$ cat config.mk
export PLATFORM = sky130hd
export DESIGN_NAME = branch_resolve_unit
export DESIGN_NICKNAME = d
export VERILOG_FILES = /design/src/rtl/bru_pkg.sv /design/src/rtl/bru_cond_eval.sv /design/src/rtl/branch_resolve_unit.sv
export SDC_FILE = /design/constraint.sdc
export NUM_CORES = 1
export LEC_CHECK = 0
export CORE_ASPECT_RATIO = 1.75
export CORE_UTILIZATION = 50
export DETAILED_ROUTE_END_ITERATION = 16
export PLACE_DENSITY = 0.85
export SLEW_MARGIN = 30
export SYNTH_ARGS = -nofsm -noshare
export SYNTH_HDL_FRONTEND = slang
export SYNTH_SLANG_ARGS = --single-unit
$ cat constraint.sdc
create_clock -name clk -period 3.4 [get_ports clk]
set_clock_uncertainty 0.2 [all_clocks]
set_input_delay 0.68 -clock clk [delete_from_list [all_inputs] [get_ports clk]]
set_output_delay 0.68 -clock clk [all_outputs]
set_load 0.005 [all_outputs]
$ cat src/rtl/bru_pkg.sv
// Shared types for the branch resolve unit: condition codes, FSM states and
// the payloads carried by the D->E and E->M stage registers.
package bru_pkg;

   localparam int PC_W = 32;

   typedef enum logic [2:0] {
      BEQ  = 3'd0,
      BNE  = 3'd1,
      BLEZ = 3'd2,
      BGTZ = 3'd3,
      BLTZ = 3'd4,
      BGEZ = 3'd5
   } br_op_t;

   typedef enum logic {
      RUN     = 1'b0,
      RECOVER = 1'b1
   } bru_state_t;

   // Payload of the D->E register; its valid bit lives in the valid pipe.
   typedef struct packed {
      logic            pred;
      logic [PC_W-1:0] pc;
      logic [PC_W-1:0] imm;
      br_op_t          op;
   } de_t;

   // Payload of the E->M register; its valid bit lives in the valid pipe.
   typedef struct packed {
      logic            taken;
      logic            pred;
      logic [PC_W-1:0] pc;
      logic [PC_W-1:0] target;
   } em_t;

endpackage

$ cat src/rtl/bru_cond_eval.sv
// Combinational branch condition evaluator. Operands are compared as signed
// 32-bit values; the compare-with-zero ops look only at a.
module bru_cond_eval
   import bru_pkg::*;
(
   input  br_op_t          op,
   input  logic [PC_W-1:0] a,
   input  logic [PC_W-1:0] b,
   output logic            taken
);

   // Decode the condition; undefined encodings resolve to not-taken.
   always_comb begin
      taken = 1'b0;
      case (op)
         BEQ:     taken = (a == b);
         BNE:     taken = (a != b);
         BLEZ:    taken = ($signed(a) <= 0);
         BGTZ:    taken = ($signed(a) > 0);
         BLTZ:    taken = a[PC_W-1];
         BGEZ:    taken = ~a[PC_W-1];
         default: taken = 1'b0;
      endcase
   end

endmodule

$ cat src/rtl/branch_resolve_unit.sv
// Branch resolve unit: carries the fetch-time prediction from D to M,
// resolves the condition in E and drives predictor update/recovery in M.
// A one-cycle RECOVER state masks the wrong-path branch sitting in D right
// after a mispredict. Saturating branch / mispredict statistics.
module branch_resolve_unit
   import bru_pkg::*;
#(
   parameter int CNT_WIDTH = 16
) (
   input  logic                 clk,
   input  logic                 rst,
   input  logic                 stall,
   input  logic                 branchD,
   input  logic                 pcsrcPD,
   input  logic [PC_W-1:0]      pcD,
   input  logic [PC_W-1:0]      immD,
   input  br_op_t               bropD,
   input  logic [PC_W-1:0]      srcaE,
   input  logic [PC_W-1:0]      srcbE,
   output logic                 pcsrcM,
   output logic                 pcsrcPM,
   output logic [PC_W-1:0]      fpcM,
   output logic [PC_W-1:0]      pcM,
   output logic                 branchM,
   output logic                 pmis,
   output logic                 flushD,
   output logic                 flushE,
   output logic [CNT_WIDTH-1:0] branch_cnt,
   output logic [CNT_WIDTH-1:0] mis_cnt
);

   localparam int STAGES = 2;

   // vldPipe[1] = E-stage valid, vldPipe[2] = M-stage valid
   logic [STAGES:1]      vldPipe;
   de_t                  deReg;
   em_t                  emReg;
   bru_state_t           state;
   logic                 recover;
   logic                 takenE;
   logic                 mis;
   logic [PC_W-1:0]      targetE;
   logic [CNT_WIDTH-1:0] brCnt;
   logic [CNT_WIDTH-1:0] misCnt;

   assign recover = (state == RECOVER);

   bru_cond_eval uCond (
      .op    (deReg.op),
      .a     (srcaE),
      .b     (srcbE),
      .taken (takenE)
   );

   // Immediate is a word offset; wraps modulo 2^32.
   assign targetE = deReg.pc + PC_W'(4) + (deReg.imm << 2);

   // Stalled cycles never report a mispredict, so a held branch pulses once.
   assign mis     = vldPipe[2] & (emReg.taken ^ emReg.pred) & ~stall;
   assign pmis    = mis;
   assign flushD  = mis;
   assign flushE  = mis;

   assign branchM = vldPipe[2];
   assign pcsrcM  = emReg.taken;
   assign pcsrcPM = emReg.pred;
   assign pcM     = emReg.pc;
   assign fpcM    = emReg.taken ? emReg.target : emReg.pc + PC_W'(4);

   assign branch_cnt = brCnt;
   assign mis_cnt    = misCnt;

   // Stage registers: valid bits are killed by RECOVER, flushE and pmis.
   always_ff @(posedge clk or negedge rst) begin
      if (!rst) begin
         vldPipe <= '0;
         deReg   <= '0;
         emReg   <= '0;
      end else if (!stall) begin
         vldPipe[1] <= branchD & ~recover & ~flushE;
         vldPipe[2] <= vldPipe[1] & ~mis;
         deReg      <= '{pred: pcsrcPD, pc: pcD, imm: immD, op: bropD};
         emReg      <= '{taken: takenE, pred: deReg.pred, pc: deReg.pc, target: targetE};
      end
   end

   // RUN/RECOVER: one unstalled cycle of D masking after each mispredict.
   always_ff @(posedge clk or negedge rst) begin
      if (!rst) begin
         state <= RUN;
      end else if (!stall) begin
         case (state)
            RUN:     if (mis) state <= RECOVER;
            RECOVER: state <= RUN;
            default: state <= RUN;
         endcase
      end
   end

   // Saturating statistics; both hold while stalled.
   always_ff @(posedge clk or negedge rst) begin
      if (!rst) begin
         brCnt  <= '0;
         misCnt <= '0;
      end else if (!stall) begin
         if (vldPipe[2] && brCnt != '1) brCnt <= brCnt + 1'b1;
         if (mis && misCnt != '1)       misCnt <= misCnt + 1'b1;
      end
   end

endmodule

==> results of run 1 <==
==> worst paths after layout <==
check / endpoint / slack [ns]
worst min-delay path: deReg[25] / 0.04
worst max-delay path: fpcM[10] / 0.11
worst max register to register: emReg[25] / 0.23
min in group clk: emReg[14] / 0.28
worst min register to register: emReg[14] / 0.28
max in group asynchronous: deReg[4] / 2.25
==> timing repair <==
action | 4_1_cts | 5_1_grt
setup buffers | 9 | 1
gates resized for setup | 34 | 24
hold buffers | 0 | 0
setup endpoints to repair | 18 | 12
pin swaps | 5 | 1
==> cells in the mapped netlist (9+ instances only) <==
cell / count / area share
nor3_1: 10 / 0.0051
nand4_1: 17 / 0.011
xor2_1: 38 / 0.034
nand3_1: 36 / 0.018
and3_1: 14 / 0.0088
ha_1: 60 / 0.076
nor4_1: 10 / 0.0063
a21oi_1: 28 / 0.014
o21ai_0: 61 / 0.031
xnor2_1: 65 / 0.057
inv_1: 19 / 0.0072
a21o_1: 11 / 0.0083
nor2_1: 41 / 0.016
buf_4: 34 / 0.026
dfrtp_1: 165 / 0.42
mux2_2: 103 / 0.12
nand2_1: 104 / 0.039
clkbuf_1: 30 / 0.011
o31ai_1: 9 / 0.0068
==> sequential cells by signal, summed over array words and instances, names as in the netlist <==
signal      flops
branch_cnt     16
mis_cnt        16
vldPipe         2
pcsrcM          1
emReg          30
pcsrcPM         1
recover         1
pcM            32
deReg          66
==> routing by layer <==
layer / up-vias / track usage
met4: 0 / 0.116
met2: 229 / 0.488
met5: - / 0
met3: 58 / 0.0584
li1: 3828 / -
met1: 3935 / 0.266
==> stage by stage <==
stage | TNS, ns | util | instance area, um^2 | hold slack, ns | setup slack [ns]
2_1_floorplan | 0 | - | 9900 | 0.184 | 0.528
6_report | 0 | 0.683 | 13200 | 0.0396 | 0.112
5_1_grt | -0.00655 | 0.683 | 13200 | 0.0818 | -0.00655
4_1_cts | -0.0822 | 0.681 | 13100 | 0.0566 | -0.0290
3_3_place_gp | 0 | 0.642 | 12400 | 0.261 | 0.101
3_5_place_dp | 0 | 0.642 | 12400 | 0.271 | 0.0843
==> report_power, final <==
group / leakage [nW] / internal, mW / total, mW / switching [mW]
Sequential: 2.00 / 2.30 / 2.59 / 0.285
Combinational: 3.35 / 1.23 / 2.33 / 1.10
Clock: 0.297 / 1.20 / 2.04 / 0.832
==> logic make-up after synthesis <==
family,after synthesis,share of synthesized area
xor+xnor,103,0.0911
compound gates,168,0.113
flops,165,0.417
buf+inv,89,0.0476
fa+ha+maj,61,0.0778
simple gates,270,0.135
mux,104,0.118
==> layout make-up <==
class / instances / area [um^2]
Fill cell: 1456 / 6110
Multi-Input combinational cell: 706 / 5400
Sequential cell: 165 / 4130
Timing Repair Buffer: 268 / 2630
Clock buffer: 19 / 453
Tap cell: 241 / 302
Clock inverter: 13 / 170
Inverter: 20 / 75.1
==> results_dict.tcl, run 1 <==
set metrics [dict create \
    antenna_found_initial 0 \
    worstSetupEndpointType "output port" \
    layout_common_cells "clkdlybuf4s50_1 (216), dfrtp_1 (162), nand2_1 (104), mux2_2 (103), xnor2_1 (65)" \
    r2r-start "deReg[38]" \
    wl_per_cell_um 18.1 \
    synth_cell_types 70 \
    tightest_slew_ns 0.797 \
    fp.dieW_um 108 \
    start_kind "flop" \
    grt_usage 0.260 \
    cts_max_level 4 \
    hold_violations 0 \
    period_share 0.967 \
    crit_arrival_ns 2.41 \
    cp_slowest_cell "clkdlybuf4s50_1" \
    viasPerCell 5.62 \
    initial_utilization 0.514 \
    final_nets 1375 \
    synthToLayoutAreaGrowth_pct 33.0 \
    path_buf_inv 2 \
    drv_cap 0 \
    outcome "completed" \
    cts_tree "done" \
    setup_viol 0 \
    detail-route-antenna-nets 0 \
    p_total_mw 6.95 \
    m1WireLength_mm 9.44 \
    io_buffers 235 \
    drive_above_1_share 0.174 \
    synthArstFlopShare 1.00 \
    wl_met2_mm 14.3 \
    placed_cells 1390 \
    fmax_mhz 304 \
    remaining_drc_errors 0 \
    cts_sinks 165 \
    grt_max_degree 160 \
    yosys_warnings 0 \
    crit_chain "ha_2, buf_4, and3_4, nand3_1, xor2_1, o21ai_0, clkdlybuf4s50_1" \
    grt.overflow.total 0 \
    final_cells 1432 \
    cp.depth 7 \
    ys_ff_latch 165 \
    die_h_um 188 \
    clock_latency_ns 0.44 \
    finalMaxSlewViolations 0 \
    syn-mean-instance-area_um2 10.3 \
    clockRootBuffer "clkbuf_16" \
    synth_edf_count 0 \
    rsz0062_at_grt "true" \
    cp_max_fo 4 \
    routed_wl_mm 25.9 \
    period_needed_ns 3.29 \
    via_count 8050 \
    crit_start "pcM[3]" \
    cp_top_family "buffers and inverters" \
    crit_type "reg -> out" \
    clk_path_buf_depth 2 \
    drt_iter0_drc 428 \
    p_per_area_nw_per_um2 528 \
    maxUsedRoutingLayer "met4" \
    num_io_pins 238 \
    met3_length_mm 1.32 \
    required_ns 2.52 \
    grt_pass1_vias 8326 \
    hpwl_mm 19.2 \
    clkTransAtPathRegs_ns 0.06 \
    leakagePower_nw 5.64 \
    final_common_cell "clkdlybuf4s50_1" \
    max-slew-margin-rel 0.469 \
    cts_inserted_buffers 17 \
    grt_pass1_wl_mm 40.7 \
    syn_nets 1157 \
    first_pass_iters 5 \
    synth_cells 960 \
    core-area_um2 19300 \
    die_area_um2 20400 \
    num_antenna_cells 0 \
    synth_top_flop_cell "dfrtp_1" \
    place.gp.congestion 0.912 \
    cp_slowest_stage_delay_ns 0.55 \
    syn-cell-area_um2 9900 \
    rr_worst_depth 11 \
    hp-class "in -> async" \
    rows 67 \
    synth-seq-area-share 0.417 \
    ir_drop_mv 0.417 \
]
Note: power is estimated with default switching activity, not from simulation.
==> inputs of run 2 (changes only) <==
--- a/config.mk
+++ b/config.mk
@@ -5,7 +5,6 @@
 export SDC_FILE = /design/constraint.sdc
 export NUM_CORES = 1
 export LEC_CHECK = 0
-export CORE_ASPECT_RATIO = 1.75
 export CORE_UTILIZATION = 50
 export DETAILED_ROUTE_END_ITERATION = 16
 export PLACE_DENSITY = 0.85
==> run 2 against run 1 <==
Critical path depth grew 3. Sequential share of layout area shrank 0.068 points. Core utilization shrank 0.47 points. Non-clock buffer count grew 6. First-iteration DRC count grew 50%. Clock power down 3%. Sequential power about the same. Sequential cell count unchanged. Register-to-register slack got worse by 0.06 ns. Critical endpoint is now fpcM[29]. Largest power group unchanged. Highest routed layer unchanged.
==> results_dict.tcl, run 2 (synthesis gave the netlist of run 1 again) <==
set metrics [dict create \
    outcome "completed" \
    first_pass_iters 5 \
    multi_input_area_um2 5380 \
    core-area_um2 19500 \
    largest_reg_flops 66 \
    clkTransAtPathRegs_ns 0.07 \
    required_ns 2.52 \
    die_h_um 143 \
    leakagePower_nw 5.65 \
    p_total_mw 6.91 \
    antenna_found_initial 0 \
    cts_sinks 165 \
    viasPerCell 5.60 \
    crit_chain "and3_4, and4_4, nand3_4, nor4_2, buf_4, buf_4, nand3_1, xor2_1, o21ai_1, clkdlybuf4s15_1" \
    cp_slowest_stage_delay_ns 0.36 \
    cts_tree "done" \
    tightest_slew_ns 0.835 \
    start_kind "flop" \
    fin_tns_setup_ns 0 \
    crit_arrival_ns 2.45 \
    grt_pass1_vias 8041 \
    n_fill_cell 1441 \
    drt_iter0_drc 642 \
    cts_max_level 4 \
    rsz0062_at_grt "true" \
    hold_violations 0 \
    cp_top_family "simple AND/OR/NAND/NOR gates" \
    num_antenna_cells 0 \
    path_buf_inv 3 \
    rows 51 \
    clock_latency_ns 0.44 \
    clockRootBuffer "clkbuf_16" \
    remaining_drc_errors 0 \
    period_needed_ns 3.33 \
    regMostFlops "deReg" \
    wl_per_cell_um 17.4 \
    finalMaxSlewViolations 0 \
    period_share 0.980 \
    synthToLayoutAreaGrowth_pct 33.3 \
    hold_ws_ns 0.278 \
    worstSetupEndpointType "output port" \
    hp-class "reg -> reg" \
    via_count 8185 \
    p_per_area_nw_per_um2 523 \
    fp.dieW_um 143 \
    initial_utilization 0.509 \
    place.gp.congestion 0.903 \
    final_util 0.678 \
    layout_common_cells "clkdlybuf4s50_1 (217), dfrtp_1 (161), nand2_1 (104), mux2_2 (103), xnor2_1 (65)" \
    grt.overflow.total 0 \
    ir_drop_mv 0.349 \
    crit_type "reg -> out" \
    num_io_pins 238 \
    drive_above_1_share 0.175 \
    cp_max_fo 4 \
    hpwl_mm 18.4 \
    grt_max_degree 89 \
    seq_area_um2 4130 \
    die_area_um2 20400 \
    grt_usage 0.256 \
    fmax_mhz 300 \
    final_common_cell "clkdlybuf4s50_1" \
    path_common_cell "buf_4" \
    final_nets 1381 \
    max-slew-margin-rel 0.443 \
    setup_viol 0 \
    grt_pass1_wl_mm 40.4 \
    cp_slowest_cell "dfrtp_1" \
    io_buffers 235 \
    cts_inserted_buffers 17 \
    routed_wl_mm 25.5 \
    drv_cap 0 \
    clk_path_buf_depth 2 \
    detail-route-antenna-nets 0 \
]
-- run 2: area by class of cell --
type / count / area share
clock buffer: 17 / 0.0322
clock inverter: 15 / 0.0136
inverter: 20 / 0.00569
multi-input combinational: 706 / 0.408
sequential: 165 / 0.313
tap: 265 / 0.0251
timing repair buffer: 274 / 0.203
-- run 2: tightest hold or removal path, delay by kind of cell (launching register included) --
kind | cells | cell delay [ns]
AO/OA/AOI/OAI | 1 | 0.05
AND/OR/NAND/NOR | 1 | 0.05
flip-flops | 1 | 0.34
-- run 2: what timing repair did --
action,4_1_cts,5_1_grt
pin swaps,5,4
setup buffers,9,10
endpoints found under the hold margin,30,0
resized for setup,31,25
setup endpoints to repair,18,14
hold buffers,1,0
-- run 2: power by group --
group,total [mW],switching (mW),internal [mW]
Clock,1.97,0.916,1.06
Combinational,2.33,1.08,1.24
Sequential,2.61,0.311,2.30
Total,6.91,2.31,4.60
-- run 2: per-layer routing --
layer / up-vias / routed length (um) / global-route usage
met4: 0 / 555 / 0.0922
met3: 51 / 1580 / 0.0627
met2: 298 / 12600 / 0.431
li1: 3857 / - / -
met1: 3979 / 10800 / 0.319
met5: - / 0 / 0
-- run 2: per-stage QoR --
| stage | instances | cell area (um^2) | setup slack, ns |
|---|---|---|---|
| after floorplan | 960 | 9900 | 0.528 |
| after CTS | 1452 | 13100 | -0.120 |
| after global routing | 1462 | 13200 | -0.0342 |
| after global placement | 1410 | 12300 | 0.102 |
| final | 1462 | 13200 | 0.0693 |
| after detailed placement | 1410 | 12300 | 0.0593 |
-- run 2: path summary, 6_finish.rpt --
check                                 from          to  slack [ns]  depth (start not counted)
max in group asynchronous              rst     pcM[16]        1.55                          3
worst min register to register  vldPipe[1]  vldPipe[1]        0.28                          2
worst min-delay path            vldPipe[1]  vldPipe[1]        0.28                          2
worst max-delay path                pcM[4]    fpcM[29]        0.07                         10
min in group asynchronous              rst   deReg[26]        0.49                          2
worst max register to register    deReg[4]   emReg[29]        0.17                         11
